--- config.mk ---
export PLATFORM = sky130hd
export DESIGN_NAME = mw_pipe_reg
export DESIGN_NICKNAME = d
export VERILOG_FILES = /design/src/rtl/mw_pipe_reg.sv
export SDC_FILE = /design/constraint.sdc
export NUM_CORES = 1
export LEC_CHECK = 0
export ABC_AREA = 0
export BUFFER_PORTS_ARGS = -buffer_cell sky130_fd_sc_hd__buf_2
export CORE_MARGIN = 1.5
export CORE_UTILIZATION = 32
export DETAILED_ROUTE_END_ITERATION = 16
export GPL_TIMING_DRIVEN = 0
export PLACE_DENSITY = 0.65
export RECOVER_POWER = 100
export SYNTH_ARGS = -nofsm -noshare
export SYNTH_HDL_FRONTEND = slang
export SYNTH_SLANG_ARGS = --single-unit
--- constraint.sdc ---
create_clock -name clk -period 2.2 [get_ports clk]
set_clock_uncertainty 0.2 [all_clocks]
set_input_delay 0.11 -clock clk [delete_from_list [all_inputs] [get_ports clk]]
set_output_delay 0.11 -clock clk [all_outputs]
set_load 0.01 [all_outputs]
--- src/rtl/mw_pipe_reg.sv ---
// mw_pipe_reg -- M->W pipeline register with a load-wait controller.
//
// Sits between the M-stage ALU/memory outputs and the W-stage writeback
// unit. Non-load instructions pass to W one cycle after they are presented.
// Loads issue a word read to data memory, stall upstream through mem_busy
// until dm_ack, then extract and extend the addressed byte/halfword/word.
// The W registers are rewritten every cycle, with a NOP (all zero) written
// whenever nothing retires.
//
// Optional feature: define MW_ACK_TIMEOUT_EN to abort a load that has not
// been acknowledged within TIMEOUT_CYCLES WAIT cycles (timeout_err pulses).
// Without the macro WAIT holds indefinitely and timeout_err is tied to 0.
//
// Ports:
//   clk          in   rising-edge clock
//   reset_n      in   asynchronous active-low reset
//   PC4M/AOM/IRM in   M-stage PC+4, ALU result/address, instruction
//   M_valid      in   M stage holds a real instruction
//   flush        in   kill the M-stage instruction (W receives a NOP)
//   dm_req       out  registered read request
//   dm_addr      out  registered word address
//   dm_rdata     in   read data, valid with dm_ack
//   dm_ack       in   one-cycle read completion
//   mem_busy     out  combinational upstream stall
//   PC4W/AOW/DRW/IRW out  W-stage values (IRW=0 is a NOP)
//   W_valid      out  W holds a real instruction
//   timeout_err  out  one-cycle pulse on ack timeout
module mw_pipe_reg #(
  parameter int TIMEOUT_CYCLES = 16
) (
  input  logic        clk,
  input  logic        reset_n,
  input  logic [31:0] PC4M,
  input  logic [31:0] AOM,
  input  logic [31:0] IRM,
  input  logic        M_valid,
  input  logic        flush,
  output logic        dm_req,
  output logic [31:0] dm_addr,
  input  logic [31:0] dm_rdata,
  input  logic        dm_ack,
  output logic        mem_busy,
  output logic [31:0] PC4W,
  output logic [31:0] AOW,
  output logic [31:0] DRW,
  output logic [31:0] IRW,
  output logic        W_valid,
  output logic        timeout_err
);

  localparam logic [5:0] OP_LB  = 6'b100000;
  localparam logic [5:0] OP_LH  = 6'b100001;
  localparam logic [5:0] OP_LW  = 6'b100011;
  localparam logic [5:0] OP_LBU = 6'b100100;
  localparam logic [5:0] OP_LHU = 6'b100101;

  if (TIMEOUT_CYCLES < 1) begin : g_bad_timeout
    $error("mw_pipe_reg: TIMEOUT_CYCLES must be at least 1");
  end

  typedef enum logic {ST_IDLE = 1'b0, ST_WAIT = 1'b1} state_t;

  state_t      state_reg, state_next;
  logic        dm_req_reg, dm_req_next;
  logic [31:0] dm_addr_reg, dm_addr_next;
  logic [1:0]  off_reg, off_next;       // byte offset of the pending load
  logic [5:0]  op_reg, op_next;         // opcode of the pending load
  logic [31:0] pc4w_reg, pc4w_next;
  logic [31:0] aow_reg, aow_next;
  logic [31:0] drw_reg, drw_next;
  logic [31:0] irw_reg, irw_next;
  logic        w_valid_reg, w_valid_next;
  logic        expire;
  logic        is_load;
  logic [31:0] load_data;
  logic [7:0]  rbyte [4];
  logic [15:0] rhalf;

  // ---------------------------------------------------------------------
  // Load decode and stall
  // ---------------------------------------------------------------------
  always_comb begin
    is_load = 1'b0;
    if (M_valid) begin
      case (IRM[31:26])
        OP_LB, OP_LH, OP_LW, OP_LBU, OP_LHU: is_load = 1'b1;
        default:                             is_load = 1'b0;
      endcase
    end
  end

  // The WAIT term deliberately ignores flush: the M stage is held until the
  // memory side has been resolved for this cycle.
  assign mem_busy = ((state_reg == ST_IDLE) && is_load && !flush) ||
                    ((state_reg == ST_WAIT) && !dm_ack);

  // ---------------------------------------------------------------------
  // Little-endian extraction of the returned word
  // ---------------------------------------------------------------------
  genvar gi;
  generate
    for (gi = 0; gi < 4; gi++) begin : g_lane
      assign rbyte[gi] = dm_rdata[8*gi +: 8];
    end
  endgenerate

  assign rhalf = off_reg[1] ? dm_rdata[31:16] : dm_rdata[15:0];

  always_comb begin
    load_data = 32'h0;
    case (op_reg)
      OP_LB:   load_data = {{24{rbyte[off_reg][7]}}, rbyte[off_reg]};
      OP_LBU:  load_data = {24'h0, rbyte[off_reg]};
      OP_LH:   load_data = {{16{rhalf[15]}}, rhalf};
      OP_LHU:  load_data = {16'h0, rhalf};
      OP_LW:   load_data = dm_rdata;
      default: load_data = 32'h0;
    endcase
  end

  // ---------------------------------------------------------------------
  // Optional ack timeout
  // ---------------------------------------------------------------------
`ifdef MW_ACK_TIMEOUT_EN
  localparam int CNT_W = (TIMEOUT_CYCLES > 1) ? $clog2(TIMEOUT_CYCLES) : 1;
  localparam logic [CNT_W-1:0] CNT_LAST = CNT_W'(TIMEOUT_CYCLES - 1);

  logic [CNT_W-1:0] cnt_reg, cnt_next;
  logic             timeout_err_reg;

  // cnt_reg holds the number of ack-less WAIT cycles already elapsed, so the
  // cycle seeing CNT_LAST is the TIMEOUT_CYCLES-th one. Ack and flush both
  // take priority over expiry.
  assign expire = (state_reg == ST_WAIT) && !dm_ack && !flush &&
                  (cnt_reg == CNT_LAST);

  always_comb begin
    cnt_next = cnt_reg;
    if (state_reg == ST_IDLE) begin
      cnt_next = '0;
    end else if (!dm_ack && !expire) begin
      cnt_next = cnt_reg + 1'b1;
    end
  end

  always_ff @(posedge clk or negedge reset_n) begin
    if (!reset_n) begin
      cnt_reg         <= '0;
      timeout_err_reg <= 1'b0;
    end else begin
      cnt_reg         <= cnt_next;
      timeout_err_reg <= expire;
    end
  end

  assign timeout_err = timeout_err_reg;
`else
  assign expire      = 1'b0;
  assign timeout_err = 1'b0;
`endif

  // ---------------------------------------------------------------------
  // Next-state / next-output logic
  // ---------------------------------------------------------------------
  always_comb begin
    state_next   = state_reg;
    dm_req_next  = dm_req_reg;
    dm_addr_next = dm_addr_reg;
    off_next     = off_reg;
    op_next      = op_reg;
    // W defaults to a NOP unless something retires this cycle.
    pc4w_next    = 32'h0;
    aow_next     = 32'h0;
    drw_next     = 32'h0;
    irw_next     = 32'h0;
    w_valid_next = 1'b0;

    case (state_reg)
      ST_IDLE: begin
        if (!flush) begin
          if (is_load) begin
            dm_req_next  = 1'b1;
            dm_addr_next = {AOM[31:2], 2'b00};
            off_next     = AOM[1:0];
            op_next      = IRM[31:26];
            state_next   = ST_WAIT;
          end else if (M_valid) begin
            pc4w_next    = PC4M;
            aow_next     = AOM;
            irw_next     = IRM;
            w_valid_next = 1'b1;
          end
        end
      end
      ST_WAIT: begin
        if (flush) begin
          dm_req_next = 1'b0;
          state_next  = ST_IDLE;
        end else if (dm_ack) begin
          // M inputs are held stable by mem_busy, so they still describe
          // the load being completed.
          pc4w_next    = PC4M;
          aow_next     = AOM;
          irw_next     = IRM;
          drw_next     = load_data;
          w_valid_next = 1'b1;
          dm_req_next  = 1'b0;
          state_next   = ST_IDLE;
        end else if (expire) begin
          dm_req_next = 1'b0;
          state_next  = ST_IDLE;
        end
      end
      default: begin
        state_next  = ST_IDLE;
        dm_req_next = 1'b0;
      end
    endcase
  end

  always_ff @(posedge clk or negedge reset_n) begin
    if (!reset_n) begin
      state_reg   <= ST_IDLE;
      dm_req_reg  <= 1'b0;
      dm_addr_reg <= 32'h0;
      off_reg     <= 2'b00;
      op_reg      <= 6'h0;
      pc4w_reg    <= 32'h0;
      aow_reg     <= 32'h0;
      drw_reg     <= 32'h0;
      irw_reg     <= 32'h0;
      w_valid_reg <= 1'b0;
    end else begin
      state_reg   <= state_next;
      dm_req_reg  <= dm_req_next;
      dm_addr_reg <= dm_addr_next;
      off_reg     <= off_next;
      op_reg      <= op_next;
      pc4w_reg    <= pc4w_next;
      aow_reg     <= aow_next;
      drw_reg     <= drw_next;
      irw_reg     <= irw_next;
      w_valid_reg <= w_valid_next;
    end
  end

  assign dm_req  = dm_req_reg;
  assign dm_addr = dm_addr_reg;
  assign PC4W    = pc4w_reg;
  assign AOW     = aow_reg;
  assign DRW     = drw_reg;
  assign IRW     = irw_reg;
  assign W_valid = w_valid_reg;

endmodule
# Word level (Yosys, flattened, before mapping)

Cells that the tools add are included.

Output and inout port bits: 164
Word-level logic and storage cells: 80
Register bits after elaboration: 169

Equality and inequality tests: 13
Bitwise operators: 3
Reductions and logical operators: 9
$lt $le $gt $ge: 1
Muxes and demuxes: 44

Operators with widths:

| kind               | number |
|---|---|
| $mux 32            | 18 |
| $pmux 32 s2        | 3 |
| $pmux 32 s5        | 1 |
| $eq 6x6->1 const B | 10 |
| $bmux 8 s2         | 1 |
| $mux 16            | 1 |
| $mux 8             | 2 |
| $mux 1             | 15 |
| $pmux 1 s2         | 3 |
| $reduce_and 3->1   | 2 |
| $reduce_or 5->1    | 1 |
| $ne 2x2->1 const B | 2 |
| $ge 3x3->1 const B | 1 |
| $logic_and 1x1->1  | 3 |
| $ne 3x3->1 const B | 1 |
| $not 2->3          | 1 |
| $logic_not 1->1    | 2 |
| $not 1->1          | 2 |
| $logic_or 1x1->1   | 1 |

# Depth between registers and ports, before layout

Word-level depth: 8
Depth in mapped cells: 6
Depth with buffers taken out: 4

# Worst setup path before layout

No wires, ideal clock.

Path kind: register to register
From: reg op_reg[4]
To: reg drw_reg[20] (netlist: DRW[20])
Period minus slack after synthesis: 1.826 ns
Data arrival time: 1.544 ns
Stages on the path, launching flop included: 6
Setup slack: 0.374 ns
Cell sequence: dfrtp_1 > or4b_4 > nor2_2 > nand3_2 > buf_2 > a31oi_1

Word-level cells in the longest chain between the ends: 5
Elaborated cells between the ends (all ways): 9
Those cells by class: eq/ne (5); mux (4)

RTL lines:

| element                | RTL line | text |
|---|---|---|
| start, declared        | 67       | `logic [5:0] op_reg, op_next;` |
| start signal, assigned | 238      | `op_reg <= op_next;` |
| $eq 6x6->1             | 111      | `case (op_reg)` |
| $pmux 32 s5 *          | 111      |  |
| $mux 32 *              | 199      | `end else if (dm_ack) begin` |
| $mux 32 *              | 196      | `if (flush) begin` |
| $mux 32 *              | 178      | `case (state_reg)` |
| named net drw_next[20] | 70       | `logic [31:0] drw_reg, drw_next;` |
| end signal, assigned   | 241      | `drw_reg <= drw_next;` |
| end, declared          | 70       |  |

Mark *: on every way through the listed nets, which the timed path passes. The rest lies on a longest branch.
A chain may end at the register's enable or synchronous reset.

# Worst setup path in the final report

From: reg op_reg[4]
To: reg drw_reg[0] (netlist: DRW[0])

Same word-level chain as after synthesis.

==> reports/metrics.cfg <==
[status]
status = complete, no violations

[detailed_routing]
wl_um = 19900
wire_per_inst_um = 16.7
ant_nets = 0
drt_iter0_markers = 253
firstDrtPassIters = 6
drc = 0
avgViaCountPerCell = 4.64
vias = 5525

[global_routing]
antenna_found_initial = 0
overflow = 0
grt_pass1_vias = 5706
grt_max_degree = 92
track_usage_pct = 19.4
grt_pass1_wl_um = 30500

[timing]
layout_min_cycle_time_ns = 2.14
maxSlewViolCount = 0
period_share_pct = 97.2
max_slew_margin_pct = 24.5
hold_viol_final = 0
timing.fmax_mhz = 467
grt_setup_unrepaired = yes
worst_pin_slew_ns = 1.13
setup_viol = 0

[finish]
final_common_cell = clkbuf_1
diodes = 0
area_growth_pct = 56.9
drive_gt1_share_pct = 27.3
final_nets = 1046
fillCellCount = 1775
final_util_pct = 51.1
fin_cells = 1191
final_cell_mix = 179 x clkbuf_1, 168 x dfrtp_1, 145 x buf_2

[setup_path]
slowest_stage = or4b_4
crit_path_start_kind = flop
path_buf_inv = 0
crit_path_max_incr_delay_ns = 0.59
endpoint_kind = flop
arrival_ns = 2.28
worstSetupStartpoint = op_reg[4]
path_max_fanout = 7
path_class = flop to flop
worstPathCellList = or4b_4, nor2_1, a22oi_1, a21oi_1
crit_family = simple AND/OR/NAND/NOR gates
cp.required_ns = 2.34
r2r-start = op_reg[4]

[synthesis]
async_flop_share_pct = 100
synth_mux_area_share_pct = 9.19
yosys_most_used_dff = dfrtp_1
yosysWarnings = 0
synth_compound_area_share_pct = 5.62
syn_inst = 464
synthSimpleGateAreaFrac_pct = 15.5
synthAdderAreaFrac_pct = 0
yosys.area.top_type = dfrtp_1
ys_top_cells_by_area = dfrtp_1 67%, nor3b_1 11%, mux2_2 8.9%
synth_xor_area_share_pct = 0
synth_area_um2 = 6340
synth_top_family_by_area = simple AND/OR/NAND/NOR gates
avgSynthCellArea_um2 = 13.7
synth_seq_cells = 169
yosysSeqAreaShare_pct = 66.7
synth_top_area_share_pct = 66.7
synth_cell_types = 34
synth_edf_count = 0

[worst_hold_path]
min_from = IRM[30]
min_path_type = input port to flop

[floorplanning]
ioPinCount = 297
coreArea_um2 = 19500
initial_core_util_pct = 32.6
rows = 51
die_w_um = 144
dieHeight_um = 144
die_area_um2 = 20700

[placed_design]
io_buffers = 293
dp.cells = 1025
routabilityCongestion = 0.775
dp_hpwl_um = 13100

[power_and_ir_drop]
leakage_uw = 0.00444
power_density_nw_per_um2 = 784
power_uw = 7810
vdd_ir_drop_max_uv = 502

[clock_network]
clockRootBuffer = clkbuf_16
cts_tree = built
worstSkewPairLatency_ns = 0.42
htree_levels = 4
cts_buffers = 17
clk_pin_slew_ns = 0.07
cts.sinks = 169
cts_buffer_depth = 2

[flow_run]
cap_viol_max_count = 0

final cells by class:
cell class / count / area (um2) / share of cell area (%)
Buffer: 41 / 198 / 1.99
Clock inverter: 15 / 163 / 1.63
Tap cell: 265 / 332 / 3.33
Inverter: 2 / 7.51 / 0.0754
Multi-Input combinational cell: 254 / 1970 / 19.8
Clock buffer: 17 / 425 / 4.27
Timing Repair Buffer: 428 / 2630 / 26.4
Sequential cell: 169 / 4230 / 42.5
tightest hold or removal path, delay by kind of cell:
| family | cells | cell delay, ns |
|---|---|---|
| compound gates | 1 | 0.18 |
| buf+inv | 2 | 0.22 |
| simple gates | 3 | 0.22 |
power breakdown:
group / total (uW) / internal, uW / switching (uW)
clock network: 2990 / 1610 / 1380
logic: 1360 / 657 / 706
registers: 3450 / 3330 / 117
total: 7810 / 5600 / 2200
per-stage QoR:
| step | hold WS (ns) | cell area [um2] | setup slack [ns] | TNS [ns] |
|---|---|---|---|---|
| after global placement | 0.155 | 8150 | -1.83 | -314.50 |
| final | 0.168 | 9950 | 0.0608 | 0 |
| after global routing | 0.205 | 9950 | -0.0220 | -0.0226 |
| after CTS | 0.0528 | 10100 | -0.0444 | -0.0691 |
| after detailed placement | -0.0773 | 8190 | -0.231 | -5.90 |
| after floorplan | -0.386 | 6350 | 0.374 | 0 |
worst paths after layout:
kind	to	slack [ns]	cells past startpoint
worst min-delay path	op_reg[4]	0.17	6
worst max register to register	DRW[0]	0.06	4
worst min register to register	dm_addr[31]	0.31	1
worst max-delay path	DRW[0]	0.06	4
max in group asynchronous	IRW[29]	0.56	3
min in group asynchronous	DRW[3]	0.24	2
timing repair:
| item | in CTS | in global routing |
|---|---|---|
| hold buffers | 131 | 0 |
| pin swaps | 0 | 3 |
| resized for setup | 7 | 14 |
| buffers inserted | 0 | 3 |
| endpoints found under the setup margin | 74 | 56 |
| hold endpoints to repair | 272 | 0 |
synth_stat cells, drive strengths merged (3+ instances only):
| library cell | n |
|---|---|
| nor2b | 5 |
| mux2 | 50 |
| nand2b | 3 |
| clkbuf | 24 |
| dfrtp | 169 |
| nor2 | 4 |
| nand2 | 24 |
| buf | 17 |
| a31oi | 16 |
| a22oi | 16 |
| a21oi | 16 |
| nor3b | 96 |
metal layers:
| layer | wire, um | track usage, % |
|---|---|---|
| met5 | 0 | 0 |
| met4 | 431 | 6.23 |
| met3 | 1340 | 5.70 |
| met2 | 9890 | 32.8 |
| met1 | 8260 | 23.8 |
cells by family after synthesis:
kind of cell | Yosys count
flops | 169
simple gates | 143
compound gates | 56
mux | 52
buf+inv | 43
other cells | 1
No activity file was read; power rests on OpenSTA's default activity.
